### src/rtl/hazard_pkg.sv
// Shared types and default latencies for the pipeline hazard scoreboard.
package hazard_pkg;

    typedef enum logic [1:0] {
        LAT_ALU  = 2'd0,
        LAT_LOAD = 2'd1,
        LAT_LONG = 2'd2
    } lat_cls_e;

    typedef enum logic [1:0] {
        RUN   = 2'd0,
        DRAIN = 2'd1,
        FLUSH = 2'd2
    } fsm_state_e;

    localparam int DEF_NREG     = 32;
    localparam int DEF_ALU_LAT  = 1;
    localparam int DEF_LOAD_LAT = 2;
    localparam int DEF_LONG_LAT = 3;

    function automatic int max_lat(input int a, input int b, input int c);
        int m;
        m = a;
        if (b > m) m = b;
        if (c > m) m = c;
        return m;
    endfunction

endpackage

### src/rtl/hazard_scoreboard_if.sv
// Pipeline <-> hazard scoreboard bundle: D-stage operand info in, stall/flush controls out.
interface hazard_scoreboard_if #(
    parameter int NREG = 32
);
    localparam int RW = $clog2(NREG);

    logic          validD;
    logic [RW-1:0] rsD;
    logic [RW-1:0] rtD;
    logic          rs_useD;
    logic          rt_useD;
    logic [RW-1:0] wregD;
    logic          regwriteD;
    logic [1:0]    lat_clsD;
    logic          branchD;
    logic          jrD;
    logic          div_busyE;
    logic          stallreq_from_if;
    logic          stallreq_from_mem;
    logic [31:0]   excepttypeM;

    logic stallF, stallD, stallE, stallM, stallW;
    logic flushF, flushD, flushE, flushM, flushW;
    logic flush_except;
    logic sb_busy;

    modport master (
        output validD, rsD, rtD, rs_useD, rt_useD, wregD, regwriteD, lat_clsD,
               branchD, jrD, div_busyE, stallreq_from_if, stallreq_from_mem, excepttypeM,
        input  stallF, stallD, stallE, stallM, stallW,
               flushF, flushD, flushE, flushM, flushW, flush_except, sb_busy
    );

    modport slave (
        input  validD, rsD, rtD, rs_useD, rt_useD, wregD, regwriteD, lat_clsD,
               branchD, jrD, div_busyE, stallreq_from_if, stallreq_from_mem, excepttypeM,
        output stallF, stallD, stallE, stallM, stallW,
               flushF, flushD, flushE, flushM, flushW, flush_except, sb_busy
    );

endinterface

### src/rtl/hazard_scoreboard_sb_entry.sv
// One scoreboard slot: pending bit plus a countdown to bypass availability.
module sb_entry #(
    parameter int CW = 2
) (
    input  logic          clk,
    input  logic          resetn,
    input  logic          clear,
    input  logic          set,
    input  logic [CW-1:0] set_cnt,
    input  logic          set_long,
    input  logic          tick,
    input  logic          hold,
    output logic          pend,
    output logic [CW-1:0] cnt
);

    logic long_q;

    always_ff @(posedge clk) begin
        if (!resetn || clear) begin
            pend   <= 1'b0;
            cnt    <= '0;
            long_q <= 1'b0;
        end else if (set) begin
            pend   <= 1'b1;
            cnt    <= set_cnt;
            long_q <= set_long;
        end else if (tick && pend) begin
            if (cnt == '0) begin
                pend <= 1'b0;
            end else if (!(long_q && hold && cnt == CW'(1))) begin
                // A busy divider pins the count at 1 so readers keep waiting on it.
                cnt <= cnt - CW'(1);
                if (cnt == CW'(1)) pend <= 1'b0;
            end
        end
    end

endmodule

### src/rtl/hazard_scoreboard.sv
// Scoreboard-based stall/flush controller with exception drain/flush FSM.
// Optional performance counters are built when HAZARD_PERF_EN is defined.
module hazard_scoreboard
    import hazard_pkg::*;
#(
    parameter int NREG     = DEF_NREG,
    parameter int ALU_LAT  = DEF_ALU_LAT,
    parameter int LOAD_LAT = DEF_LOAD_LAT,
    parameter int LONG_LAT = DEF_LONG_LAT
) (
    input  logic                 clk,
    input  logic                 resetn,
    hazard_scoreboard_if.slave   bus
`ifdef HAZARD_PERF_EN
    ,
    output logic [31:0]          perf_raw_cnt,
    output logic [31:0]          perf_br_cnt,
    output logic [31:0]          perf_flush_cnt
`endif
);

    localparam int RW   = $clog2(NREG);
    localparam int MAXL = max_lat(ALU_LAT, LOAD_LAT, LONG_LAT);
    localparam int CW   = (MAXL < 1) ? 1 : $clog2(MAXL + 1);

    fsm_state_e    state;
    logic [NREG-1:0] pend;
    logic [CW-1:0] cnt [NREG];

    logic          iss;
    logic [CW-1:0] iss_lat;
    logic          iss_long;
    logic          rs_pend, rt_pend;
    logic [CW-1:0] rs_cnt, rt_cnt;
    logic          raw, brs;
    logic          stall_d, stall_e;
    logic          flush_st;
    logic          exc_any;

    assign flush_st = (state == FLUSH);
    assign exc_any  = |bus.excepttypeM;

    always_comb begin
        iss_lat  = CW'(LONG_LAT);
        iss_long = 1'b1;
        if (bus.lat_clsD == LAT_ALU) begin
            iss_lat  = CW'(ALU_LAT);
            iss_long = 1'b0;
        end else if (bus.lat_clsD == LAT_LOAD) begin
            iss_lat  = CW'(LOAD_LAT);
            iss_long = 1'b0;
        end
    end

    assign rs_pend = bus.rs_useD & pend[bus.rsD];
    assign rt_pend = bus.rt_useD & pend[bus.rtD];
    assign rs_cnt  = cnt[bus.rsD];
    assign rt_cnt  = cnt[bus.rtD];

    // Count 1 means the result is on the E->D bypass next cycle; branches resolve in D so they cannot use it.
    assign raw = (rs_pend & (rs_cnt > CW'(1))) | (rt_pend & (rt_cnt > CW'(1)));
    assign brs = (bus.branchD | bus.jrD) &
                 ((rs_pend & (rs_cnt != '0)) | (rt_pend & (rt_cnt != '0)));

    assign stall_d = raw | brs | bus.div_busyE | bus.stallreq_from_if |
                     bus.stallreq_from_mem | (state != RUN);
    assign stall_e = bus.div_busyE | bus.stallreq_from_mem;

    assign iss = bus.validD & ~stall_d & ~flush_st & bus.regwriteD & (bus.wregD != '0);

    assign pend[0] = 1'b0;
    assign cnt[0]  = '0;

    for (genvar i = 1; i < NREG; i++) begin : g_entry
        sb_entry #(.CW(CW)) u_entry (
            .clk     (clk),
            .resetn  (resetn),
            .clear   (flush_st),
            .set     (iss && (bus.wregD == RW'(i))),
            .set_cnt (iss_lat),
            .set_long(iss_long),
            .tick    (~bus.stallreq_from_mem),
            .hold    (bus.div_busyE),
            .pend    (pend[i]),
            .cnt     (cnt[i])
        );
    end

    always_ff @(posedge clk) begin
        if (!resetn) begin
            state <= RUN;
        end else begin
            case (state)
                RUN:     if (exc_any) state <= bus.stallreq_from_mem ? DRAIN : FLUSH;
                DRAIN:   if (!bus.stallreq_from_mem) state <= FLUSH;
                FLUSH:   state <= RUN;
                default: state <= RUN;
            endcase
        end
    end

    assign bus.stallF       = resetn & stall_d;
    assign bus.stallD       = resetn & stall_d;
    assign bus.stallE       = resetn & stall_e;
    assign bus.stallM       = resetn & bus.stallreq_from_mem;
    assign bus.stallW       = 1'b0;
    assign bus.flushF       = ~resetn | flush_st;
    assign bus.flushD       = ~resetn | flush_st;
    assign bus.flushE       = ~resetn | flush_st | ((raw | brs) & ~stall_e);
    assign bus.flushM       = ~resetn | flush_st;
    assign bus.flushW       = ~resetn | flush_st | bus.stallreq_from_mem;
    assign bus.flush_except = resetn & flush_st;
    assign bus.sb_busy      = resetn & (|pend);

`ifdef HAZARD_PERF_EN
    always_ff @(posedge clk) begin
        if (!resetn) begin
            perf_raw_cnt   <= '0;
            perf_br_cnt    <= '0;
            perf_flush_cnt <= '0;
        end else begin
            if (raw)      perf_raw_cnt   <= perf_raw_cnt + 32'd1;
            if (brs)      perf_br_cnt    <= perf_br_cnt + 32'd1;
            if (flush_st) perf_flush_cnt <= perf_flush_cnt + 32'd1;
        end
    end
`endif

endmodule

### src/flat_wrapper.sv
// flat-port wrapper written by rule: the top's interface ports become plain ports
module hazard_scoreboard_flat import hazard_pkg::*;
#(
    parameter int NREG     = DEF_NREG,
    parameter int ALU_LAT  = DEF_ALU_LAT,
    parameter int LOAD_LAT = DEF_LOAD_LAT,
    parameter int LONG_LAT = DEF_LONG_LAT
)
  (clk, resetn, bus_validD, bus_rsD, bus_rtD, bus_rs_useD, bus_rt_useD, bus_wregD, bus_regwriteD, bus_lat_clsD, bus_branchD, bus_jrD, bus_div_busyE, bus_stallreq_from_if, bus_stallreq_from_mem, bus_excepttypeM, bus_stallF, bus_stallD, bus_stallE, bus_stallM, bus_stallW, bus_flushF, bus_flushD, bus_flushE, bus_flushM, bus_flushW, bus_flush_except, bus_sb_busy);
  hazard_scoreboard_if #(.NREG(NREG)) bus_i ();
  input  logic clk;
  input  logic resetn;
  input wire logic [$bits(bus_i.validD)-1:0] bus_validD;
  input wire logic [$bits(bus_i.rsD)-1:0] bus_rsD;
  input wire logic [$bits(bus_i.rtD)-1:0] bus_rtD;
  input wire logic [$bits(bus_i.rs_useD)-1:0] bus_rs_useD;
  input wire logic [$bits(bus_i.rt_useD)-1:0] bus_rt_useD;
  input wire logic [$bits(bus_i.wregD)-1:0] bus_wregD;
  input wire logic [$bits(bus_i.regwriteD)-1:0] bus_regwriteD;
  input wire logic [$bits(bus_i.lat_clsD)-1:0] bus_lat_clsD;
  input wire logic [$bits(bus_i.branchD)-1:0] bus_branchD;
  input wire logic [$bits(bus_i.jrD)-1:0] bus_jrD;
  input wire logic [$bits(bus_i.div_busyE)-1:0] bus_div_busyE;
  input wire logic [$bits(bus_i.stallreq_from_if)-1:0] bus_stallreq_from_if;
  input wire logic [$bits(bus_i.stallreq_from_mem)-1:0] bus_stallreq_from_mem;
  input wire logic [$bits(bus_i.excepttypeM)-1:0] bus_excepttypeM;
  output wire logic [$bits(bus_i.stallF)-1:0] bus_stallF;
  output wire logic [$bits(bus_i.stallD)-1:0] bus_stallD;
  output wire logic [$bits(bus_i.stallE)-1:0] bus_stallE;
  output wire logic [$bits(bus_i.stallM)-1:0] bus_stallM;
  output wire logic [$bits(bus_i.stallW)-1:0] bus_stallW;
  output wire logic [$bits(bus_i.flushF)-1:0] bus_flushF;
  output wire logic [$bits(bus_i.flushD)-1:0] bus_flushD;
  output wire logic [$bits(bus_i.flushE)-1:0] bus_flushE;
  output wire logic [$bits(bus_i.flushM)-1:0] bus_flushM;
  output wire logic [$bits(bus_i.flushW)-1:0] bus_flushW;
  output wire logic [$bits(bus_i.flush_except)-1:0] bus_flush_except;
  output wire logic [$bits(bus_i.sb_busy)-1:0] bus_sb_busy;
  assign bus_i.validD = bus_validD;
  assign bus_i.rsD = bus_rsD;
  assign bus_i.rtD = bus_rtD;
  assign bus_i.rs_useD = bus_rs_useD;
  assign bus_i.rt_useD = bus_rt_useD;
  assign bus_i.wregD = bus_wregD;
  assign bus_i.regwriteD = bus_regwriteD;
  assign bus_i.lat_clsD = bus_lat_clsD;
  assign bus_i.branchD = bus_branchD;
  assign bus_i.jrD = bus_jrD;
  assign bus_i.div_busyE = bus_div_busyE;
  assign bus_i.stallreq_from_if = bus_stallreq_from_if;
  assign bus_i.stallreq_from_mem = bus_stallreq_from_mem;
  assign bus_i.excepttypeM = bus_excepttypeM;
  assign bus_stallF = bus_i.stallF;
  assign bus_stallD = bus_i.stallD;
  assign bus_stallE = bus_i.stallE;
  assign bus_stallM = bus_i.stallM;
  assign bus_stallW = bus_i.stallW;
  assign bus_flushF = bus_i.flushF;
  assign bus_flushD = bus_i.flushD;
  assign bus_flushE = bus_i.flushE;
  assign bus_flushM = bus_i.flushM;
  assign bus_flushW = bus_i.flushW;
  assign bus_flush_except = bus_i.flush_except;
  assign bus_sb_busy = bus_i.sb_busy;
  hazard_scoreboard #(.NREG(NREG), .ALU_LAT(ALU_LAT), .LOAD_LAT(LOAD_LAT), .LONG_LAT(LONG_LAT)) u_core (.clk(clk), .resetn(resetn), .bus(bus_i));
endmodule
### config.mk
export PLATFORM = sky130hd
export DESIGN_NAME = hazard_scoreboard_flat
export DESIGN_NICKNAME = d
export VERILOG_FILES = /design/src/rtl/hazard_pkg.sv /design/src/rtl/hazard_scoreboard_if.sv /design/src/rtl/hazard_scoreboard_sb_entry.sv /design/src/rtl/hazard_scoreboard.sv /design/src/flat_wrapper.sv
export SDC_FILE = /design/constraint.sdc
export NUM_CORES = 1
export LEC_CHECK = 0
export BUFFER_PORTS_ARGS = -buffer_cell sky130_fd_sc_hd__buf_4
export CELL_PAD_IN_SITES_DETAIL_PLACEMENT = 1
export CELL_PAD_IN_SITES_GLOBAL_PLACEMENT = 1
export CORE_MARGIN = 4
export CORE_UTILIZATION = 41
export DETAILED_ROUTE_END_ITERATION = 10
export PLACE_DENSITY = 0.73
export RECOVER_POWER = 100
export SYNTH_ARGS = -nofsm -noshare
export SYNTH_HDL_FRONTEND = slang
export SYNTH_SLANG_ARGS = --single-unit
### constraint.sdc
create_clock -name clk -period 3.25 [get_ports clk]
set_clock_uncertainty 0.15 [all_clocks]
set_input_delay 0.4875 -clock clk [delete_from_list [all_inputs] [get_ports clk]]
set_output_delay 0.4875 -clock clk [all_outputs]
set_load 0.005 [all_outputs]
==> results.md, run 1 <==
- N_diodes: 0
- # port buffers: 70
- Post-DRT Antenna Nets: 0
- Mean area per synthesized cell: 8.632 um2
- DRT iter0 DRCs: 499
- P_sw: 0.0009632 W
- Post-synth EDFFs: 0
- Sw Ratio: 0.2515
- Vias: 8,283
- RD Place Congestion: 0.8987
- CTS sink cnt: 126
- Chip width: 157.4 um
- Worst R2R Start: u_core.g_entry[29].u_entry.pend
- RSZ-0062 raised after global routing: yes
- CP Data Required Time: 2.61 ns
- Die ar.: 24,770 um2
- Total track usage: 0.2529
- Worst Path Max Fanout: 3
- Gate Count Post-Synth: 1,060
- Most used DFF post-synth: dfxtp_1
- Clk pwr share: 0.496
- Period minus WS final: 3.266 ns
- Post-Syn Nets: 1,182
- Clock Path Buffers: 2
- Row cnt: 54
- Worst hold path class: input port to flop
- Max Cap Viol: 0
- Fillers: around 2.6k
- Pins Over Slew Limit: 0
- Pin count of the biggest net entering global routing: between 60 and 70
- P&R area growth vs syn: 16.27%
- Max Clk Rate: around 310 MHz
- Pint: between 0.002 and 0.003 W
- Initial Utilization: 0.4180
- Synthesized flop and latch total: 126
- Critical path startpoint category: flop
- Crit path DAT: 2.63 ns
- R2R Setup Slk: 0.13 ns
- CTS tree: done
- Final setup vio count: 3
- CTS Buf Count: 17
- Sequential area share after synthesis: 0.2757
- Synth Cell Area: 9150 um2
- Setup WS pre-CTS: -0.06302 ns
- Slew headroom: 0.4587
- Grt total ovfl: 0
- Synth async-reset ratio: 0
- Crit share post-route: 1.005
- CP Launch Point: u_core.g_entry[29].u_entry.pend
- Routed vias/inst: 5.866
- H-tree Lvls: 4
- HPWL after detailed placement: around 22,000 um
- Dominant cell type by area after synthesis: dfxtp_1
- Post-layout util: 0.4860
- CP Capture Type: primary output
- Hold Startpoint: resetn
- Critical path class: flop to primary output
- Global-route wire length before repair: between 40,000 and 50,000 um
- Number of global-route vias before repair: approximately 8.6k
- Hold Violations, Final: 0
- TNS Setup: -0.03220 ns
- # DRC: 0
- Synth top area share: 0.2757
- Core area: between 20,000 and 25,000 um2
- Final WS setup: -0.01610 ns
- DR WL/cell: ~22 um
- Worst-Skew Late Latency: 0.43 ns
- Status: complete, but fails checks
- Worst slew pin tran: 0.8007 ns
- Worst-path clk slew: 0.06 ns
- Synth top area cells: dfxtp_1, mux2i_1, mux4_2
- Share of cells above drive strength 1: 0.1979
- Gate power share: 0.100
- Ys Warns: 0
- Reg power frac: 0.404
- Die Ht: 157.4 um
- PD cells: 359.9 nW/um2
- Failing checks: setup timing
- VDD IR-drop max: approximately 220 uV
- Root Driver: clkbuf_16
- I/O pin total: 72
- Initial antenna violation count: 0
- Routed WL: 30,750 um
- Drt first pass iters: 5
- Synth cell types: between 50 and 60
- Leakage: 4.083 nW
- Fin nets: around 1.2k
==> worst max-delay path, stage by stage (launching register included) <==
cell and delay [ns]:
dfxtp_4 0.36, mux4_2 0.46, mux4_2 0.49, and2_4 0.15, o21ai_2 0.11, a21oi_2 0.06
a31oi_4 0.20, buf_12 0.15, o31ai_4 0.05, buf_4 0.16
==> layout by cell type (no fill, tap or decap), types with 10 or more instances in the layout <==
master,count
ha_1,62
o21a_1,30
nor2_1,51
o21ai_0,49
clkbuf_16,17
nand4_1,10
nor4_1,18
inv_1,68
and4b_1,10
buf_4,114
nand3_1,68
dfxtp_1,118
nand2_1,171
a21oi_1,49
mux2i_1,100
xnor2_1,31
mux4_2,39
==> synthesized netlist by cell type (3+ instances only) <==
| cell | number |
|---|---|
| o31ai_1 | 3 |
| ha_1 | 62 |
| dfxtp_1 | 126 |
| a22oi_1 | 3 |
| a221oi_1 | 5 |
| nand4b_1 | 6 |
| nand4_1 | 8 |
| o21a_1 | 30 |
| o22ai_1 | 3 |
| and4b_1 | 10 |
| xnor2_1 | 31 |
| nand2_1 | 171 |
| nor2_1 | 51 |
| buf_4 | 20 |
| nand4_4 | 8 |
| mux2_2 | 9 |
| nor4_1 | 18 |
| buf_1 | 6 |
| nand2b_1 | 9 |
| and4_1 | 5 |
| inv_1 | 68 |
| o21ai_0 | 51 |
| clkbuf_1 | 39 |
| nor3_1 | 8 |
| mux2i_1 | 100 |
| buf_2 | 14 |
| and2_1 | 3 |
| nor2b_1 | 9 |
| mux4_2 | 37 |
| nand3_1 | 68 |
| a21oi_1 | 52 |
==> logic make-up (layout without fill, tap and decap cells) <==
logic type	after synthesis	count (layout)	synth area share
XOR/XNOR	31	31	0.02967
flip-flops	126	126	0.2757
buffers and inverters	152	224	0.07603
multiplexers	148	148	0.2173
other	1	1	0.0004098
AO/OA/AOI/OAI	160	160	0.1067
adder cells (fa/ha/maj)	62	62	0.08478
AND/OR/NAND/NOR	380	380	0.2095
==> flip-flops by register name, summed over array words and instances, names as in the netlist <==
signal and cells:
u_core.g_entry.u_entry.pend 31, u_core.state 2, u_core.g_entry.u_entry.long_q 31, u_core.g_entry.u_entry.cnt 62
==> path summary, 6_finish.rpt <==
check                                      end  depth (start not counted)
min                            u_core.state[0]                          3
min reg2reg  u_core.g_entry[15].u_entry.long_q                          2
max                                 bus_flushE                          9
max reg2reg   u_core.g_entry[9].u_entry.cnt[0]                         11
==> metrics by stage <==
| step | power [W] | cells | hold WS [ns] | instance area, um2 |
|---|---|---|---|---|
| after floorplan | 0.001793 | 1060 | 0.2982 | 9159 |
| after global placement | 0.001952 | 1377 | 0.3122 | 10020 |
| after detailed placement | 0.001959 | 1377 | 0.3195 | 10020 |
| after CTS | 0.003859 | 1411 | 0.1850 | 10670 |
| after global routing | 0.003947 | 1412 | 0.1902 | 10640 |
| final | 0.003829 | 1412 | 0.1939 | 10640 |
==> final cells by class <==
type | count | area (um2) | area share
multi-input combinational | 782 | 5952 | 0.5594
sequential | 126 | 2537 | 0.2385
clock buffer | 24 | 481.7 | 0.04528
clock inverter | 6 | 85.08 | 0.007997
timing repair buffer | 125 | 973.4 | 0.09150
inverter | 69 | 259.0 | 0.02434
tap | 280 | 350.3 | 0.03293
==> timing repair <==
item                                    4_1_cts  5_1_grt
endpoints found under the setup margin        3        4
pin swaps                                     3        1
setup buffers                                 4        1
hold buffers                                  0        0
gates resized for setup                      15        2
==> power groups by stage <==
| stage | sequential [W] | combinational, W | clock [W] |
|---|---|---|---|
| floorplan | 0.00158 | 0.000211 | 0 |
| global placement | 0.00158 | 0.000370 | 0 |
| detailed placement | 0.00158 | 0.000376 | 0 |
| CTS | 0.00155 | 0.000385 | 0.00193 |
| global route | 0.00155 | 0.000410 | 0.00199 |
| finish | 0.00155 | 0.000383 | 0.00190 |
==> per-layer routing <==
layer / track usage / routed length (um) / share of wire / vias up
met1: 0.3224 / 13060 / 0.42 / 4170
met3: 0.04097 / 1655 / 0.054 / 42
met2: 0.4382 / 15230 / 0.50 / 232
met5: 0 / 0 / 0 / -
met4: 0.08029 / 813 / 0.026 / 0
li1: - / - / - / 3839
Power figures use the tool's default switching activity.
==> run 2, diff against run 1 <==
--- a/config.mk
+++ b/config.mk
@@ -8,10 +8,11 @@
 export BUFFER_PORTS_ARGS = -buffer_cell sky130_fd_sc_hd__buf_4
 export CELL_PAD_IN_SITES_DETAIL_PLACEMENT = 1
 export CELL_PAD_IN_SITES_GLOBAL_PLACEMENT = 1
+export CORE_ASPECT_RATIO = 0.7
 export CORE_MARGIN = 4
-export CORE_UTILIZATION = 41
+export CORE_UTILIZATION = 42
 export DETAILED_ROUTE_END_ITERATION = 10
-export PLACE_DENSITY = 0.73
+export PLACE_DENSITY = 0.75
 export RECOVER_POWER = 100
 export SYNTH_ARGS = -nofsm -noshare
 export SYNTH_HDL_FRONTEND = slang
==> constraint.sdc (replaced) <==
create_clock -name clk -period 3.25 [get_ports clk]
set_clock_uncertainty 0.15 [all_clocks]
set_input_delay 0.4875 -clock clk [delete_from_list [all_inputs] [get_ports clk]]
set_output_delay 0.4875 -clock clk [all_outputs]
set_load 0.02 [all_outputs]
==> results.md, run 2 (synthesis gave the netlist of run 1 again) <==
- Worst-Skew Late Latency: 0.44 ns (about the same)
- Grt total ovfl: 0 (unchanged)
- Pins Over Slew Limit: 0 (unchanged)
- CTS Buf Count: 17 (unchanged)
- Final setup vio count: 3 (unchanged)
- H-tree Lvls: 4 (unchanged)
- CTS tree: done
- Hold Violations, Final: 0 (unchanged)
- I/O pin total: 72 (unchanged)
- Total track usage: 0.2673 (+0.01436)
- Post-DRT Antenna Nets: 0 (unchanged)
- Initial antenna violation count: 0 (unchanged)
- Clock Path Buffers: 2 (unchanged)
- # DRC: 0 (unchanged)
- DRT iter0 DRCs: 764 (+53%)
- Leakage: 4.130 nW (+1.1%)
- Max Cap Viol: 0 (unchanged)
- Crit share post-route: 1.017 (+0.01162)
- Initial Utilization: 0.4340 (+0.01597)
- Routed vias/inst: 5.982 (+2.0%)
- Core area: 21,090 um2 (-3.7%)
- P&R area growth vs syn: 17.43%
- Global-route wire length before repair: 50,540 um (+3.8%)
- Setup WS pre-CTS: -0.06842 ns (-0.005393 ns)
- Worst hold path class: input port to flop
- Top reg by flops: u_core.g_entry.u_entry.cnt
- Pin count of the biggest net entering global routing: 83 (+24%)
- Regs by FF count: u_core.g_entry.u_entry.cnt x62, u_core.g_entry.u_entry.long_q x31, u_core.g_entry.u_entry.pend x31
- CP Capture Type: primary output
- VDD IR-drop max: 360.2 uV (+66%)
- Final WS setup: -0.05387 ns (-0.03777 ns)
- Root Driver: clkbuf_16
- Crit path DAT: 2.67 ns (+0.04 ns)
- Max reg flops: 62 (unchanged)
- Placed cell area: 10,070 um2 (+0.45%)
- Period minus WS final: 3.304 ns (+0.03777 ns)
- Row cnt: 44 (-19%)
- Vias: 8,465 (+2.2%)
- N_diodes: 0 (unchanged)
- Routed WL: 32,240 um (+4.8%)
- Final Cell Area: 10,750 um2 (+1.0%)
- Worst-path clk slew: 0.07 ns (about the same)
- Status: complete, but fails checks
- Drt first pass iters: 5 (unchanged)
- RSZ-0062 raised after global routing: yes
- Fin nets: 1,248 (+0.40%)
- Share of cells above drive strength 1: 0.2037 (+0.005808)
- Critical path class: flop to primary output
- Die Ht: 131.5 um (-16%)
- Slew headroom: 0.3760 (-0.08262)
- Number of global-route vias before repair: 8,732 (+1.1%)
- HPWL after detailed placement: 23,470 um (+6.4%)
- # port buffers: 70 (unchanged)
- RD Place Congestion: 0.9656 (+7.4%)
- Worst Path Max Fanout: 3 (unchanged)
- CP Data Required Time: 2.61 ns (about the same)
- CTS sink cnt: 126 (unchanged)
- Worst slew pin tran: 0.9359 ns (+0.1352 ns)
- Failing checks: setup timing
- Hold Buf Count CTS: 0 (unchanged)
- Most frequent cells in the layout: nand2_1, dfxtp_1, buf_4, mux2i_1
- Chip width: 184.4 um (+17%)
- Critical path startpoint category: flop
- Post-layout util: 0.5096 (+0.02362)
- Die ar.: 24,250 um2 (-2.1%)
- PD cells: 366.3 nW/um2 (+1.8%)
- DR WL/cell: 22.79 um (+4.6%)
- Max Clk Rate: 302.7 MHz (-1.1%)
- Commonest non-fill, non-tap cell in the layout: nand2_1
-- run 2: what timing repair did --
action,in CTS,in global routing
gates resized for setup,8,7
gates cloned,1,0
pin swaps,2,0
setup endpoints to repair,3,3
buffers inserted,2,1
-- run 2: critical path: stages, from the launching register on --
cell	delay, ns
dfxtp_4	0.36
mux4_2	0.46
mux4_2	0.47
and2_4	0.15
o21ai_2	0.11
a21oi_2	0.06
a31oi_4	0.23
buf_12	0.16
o31ai_4	0.06
buf_6	0.16
-- run 2: metrics by stage --
| stage | setup TNS [ns] | std cells | power (W) | hold WS [ns] |
|---|---|---|---|---|
| after floorplan | -0.03537 | 1060 | 0.001806 | 0.2982 |
| after global placement | -0.01532 | 1379 | 0.001963 | 0.3121 |
| after detailed placement | -0.9184 | 1379 | 0.001970 | 0.3187 |
| after CTS | -0.1289 | 1414 | 0.003954 | 0.1767 |
| after global routing | -0.3021 | 1415 | 0.004058 | 0.1914 |
| final | -0.1096 | 1415 | 0.003936 | 0.1869 |
-- run 2: layout make-up --
class / count / area (um2)
multi-input combinational: 782 / 5981
sequential: 126 / 2534
inverter: 69 / 259.0
clock buffer: 18 / 429.2
clock inverter: 14 / 170.2
fill: 2478 / 10340
tap: 276 / 345.3
timing repair buffer: 130 / 1027
-- run 2: final timing paths --
check,start,to,slack (ns),cells past startpoint
worst max-delay path,u_core.g_entry[22].u_entry.pend,bus_flushE,-0.05,9
worst min-delay path,resetn,u_core.state[0],0.19,3
worst max register to register,u_core.g_entry[22].u_entry.pend,u_core.g_entry[7].u_entry.long_q,0.09,12
worst min register to register,u_core.g_entry[5].u_entry.long_q,u_core.g_entry[5].u_entry.long_q,0.32,2
-- run 2: where the power goes --
part	internal (W)	total (W)	switching (W)
clock	0.00120	0.00199	0.000782
sequential	0.00155	0.00155	0.00000251
combinational	0.000147	0.000402	0.000255
-- run 2: metal layers --
metal,part of all wire,GRT usage
met5,0,0
met4,0.018,0.07020
met3,0.088,0.06768
met2,0.44,0.4004
met1,0.46,0.3838
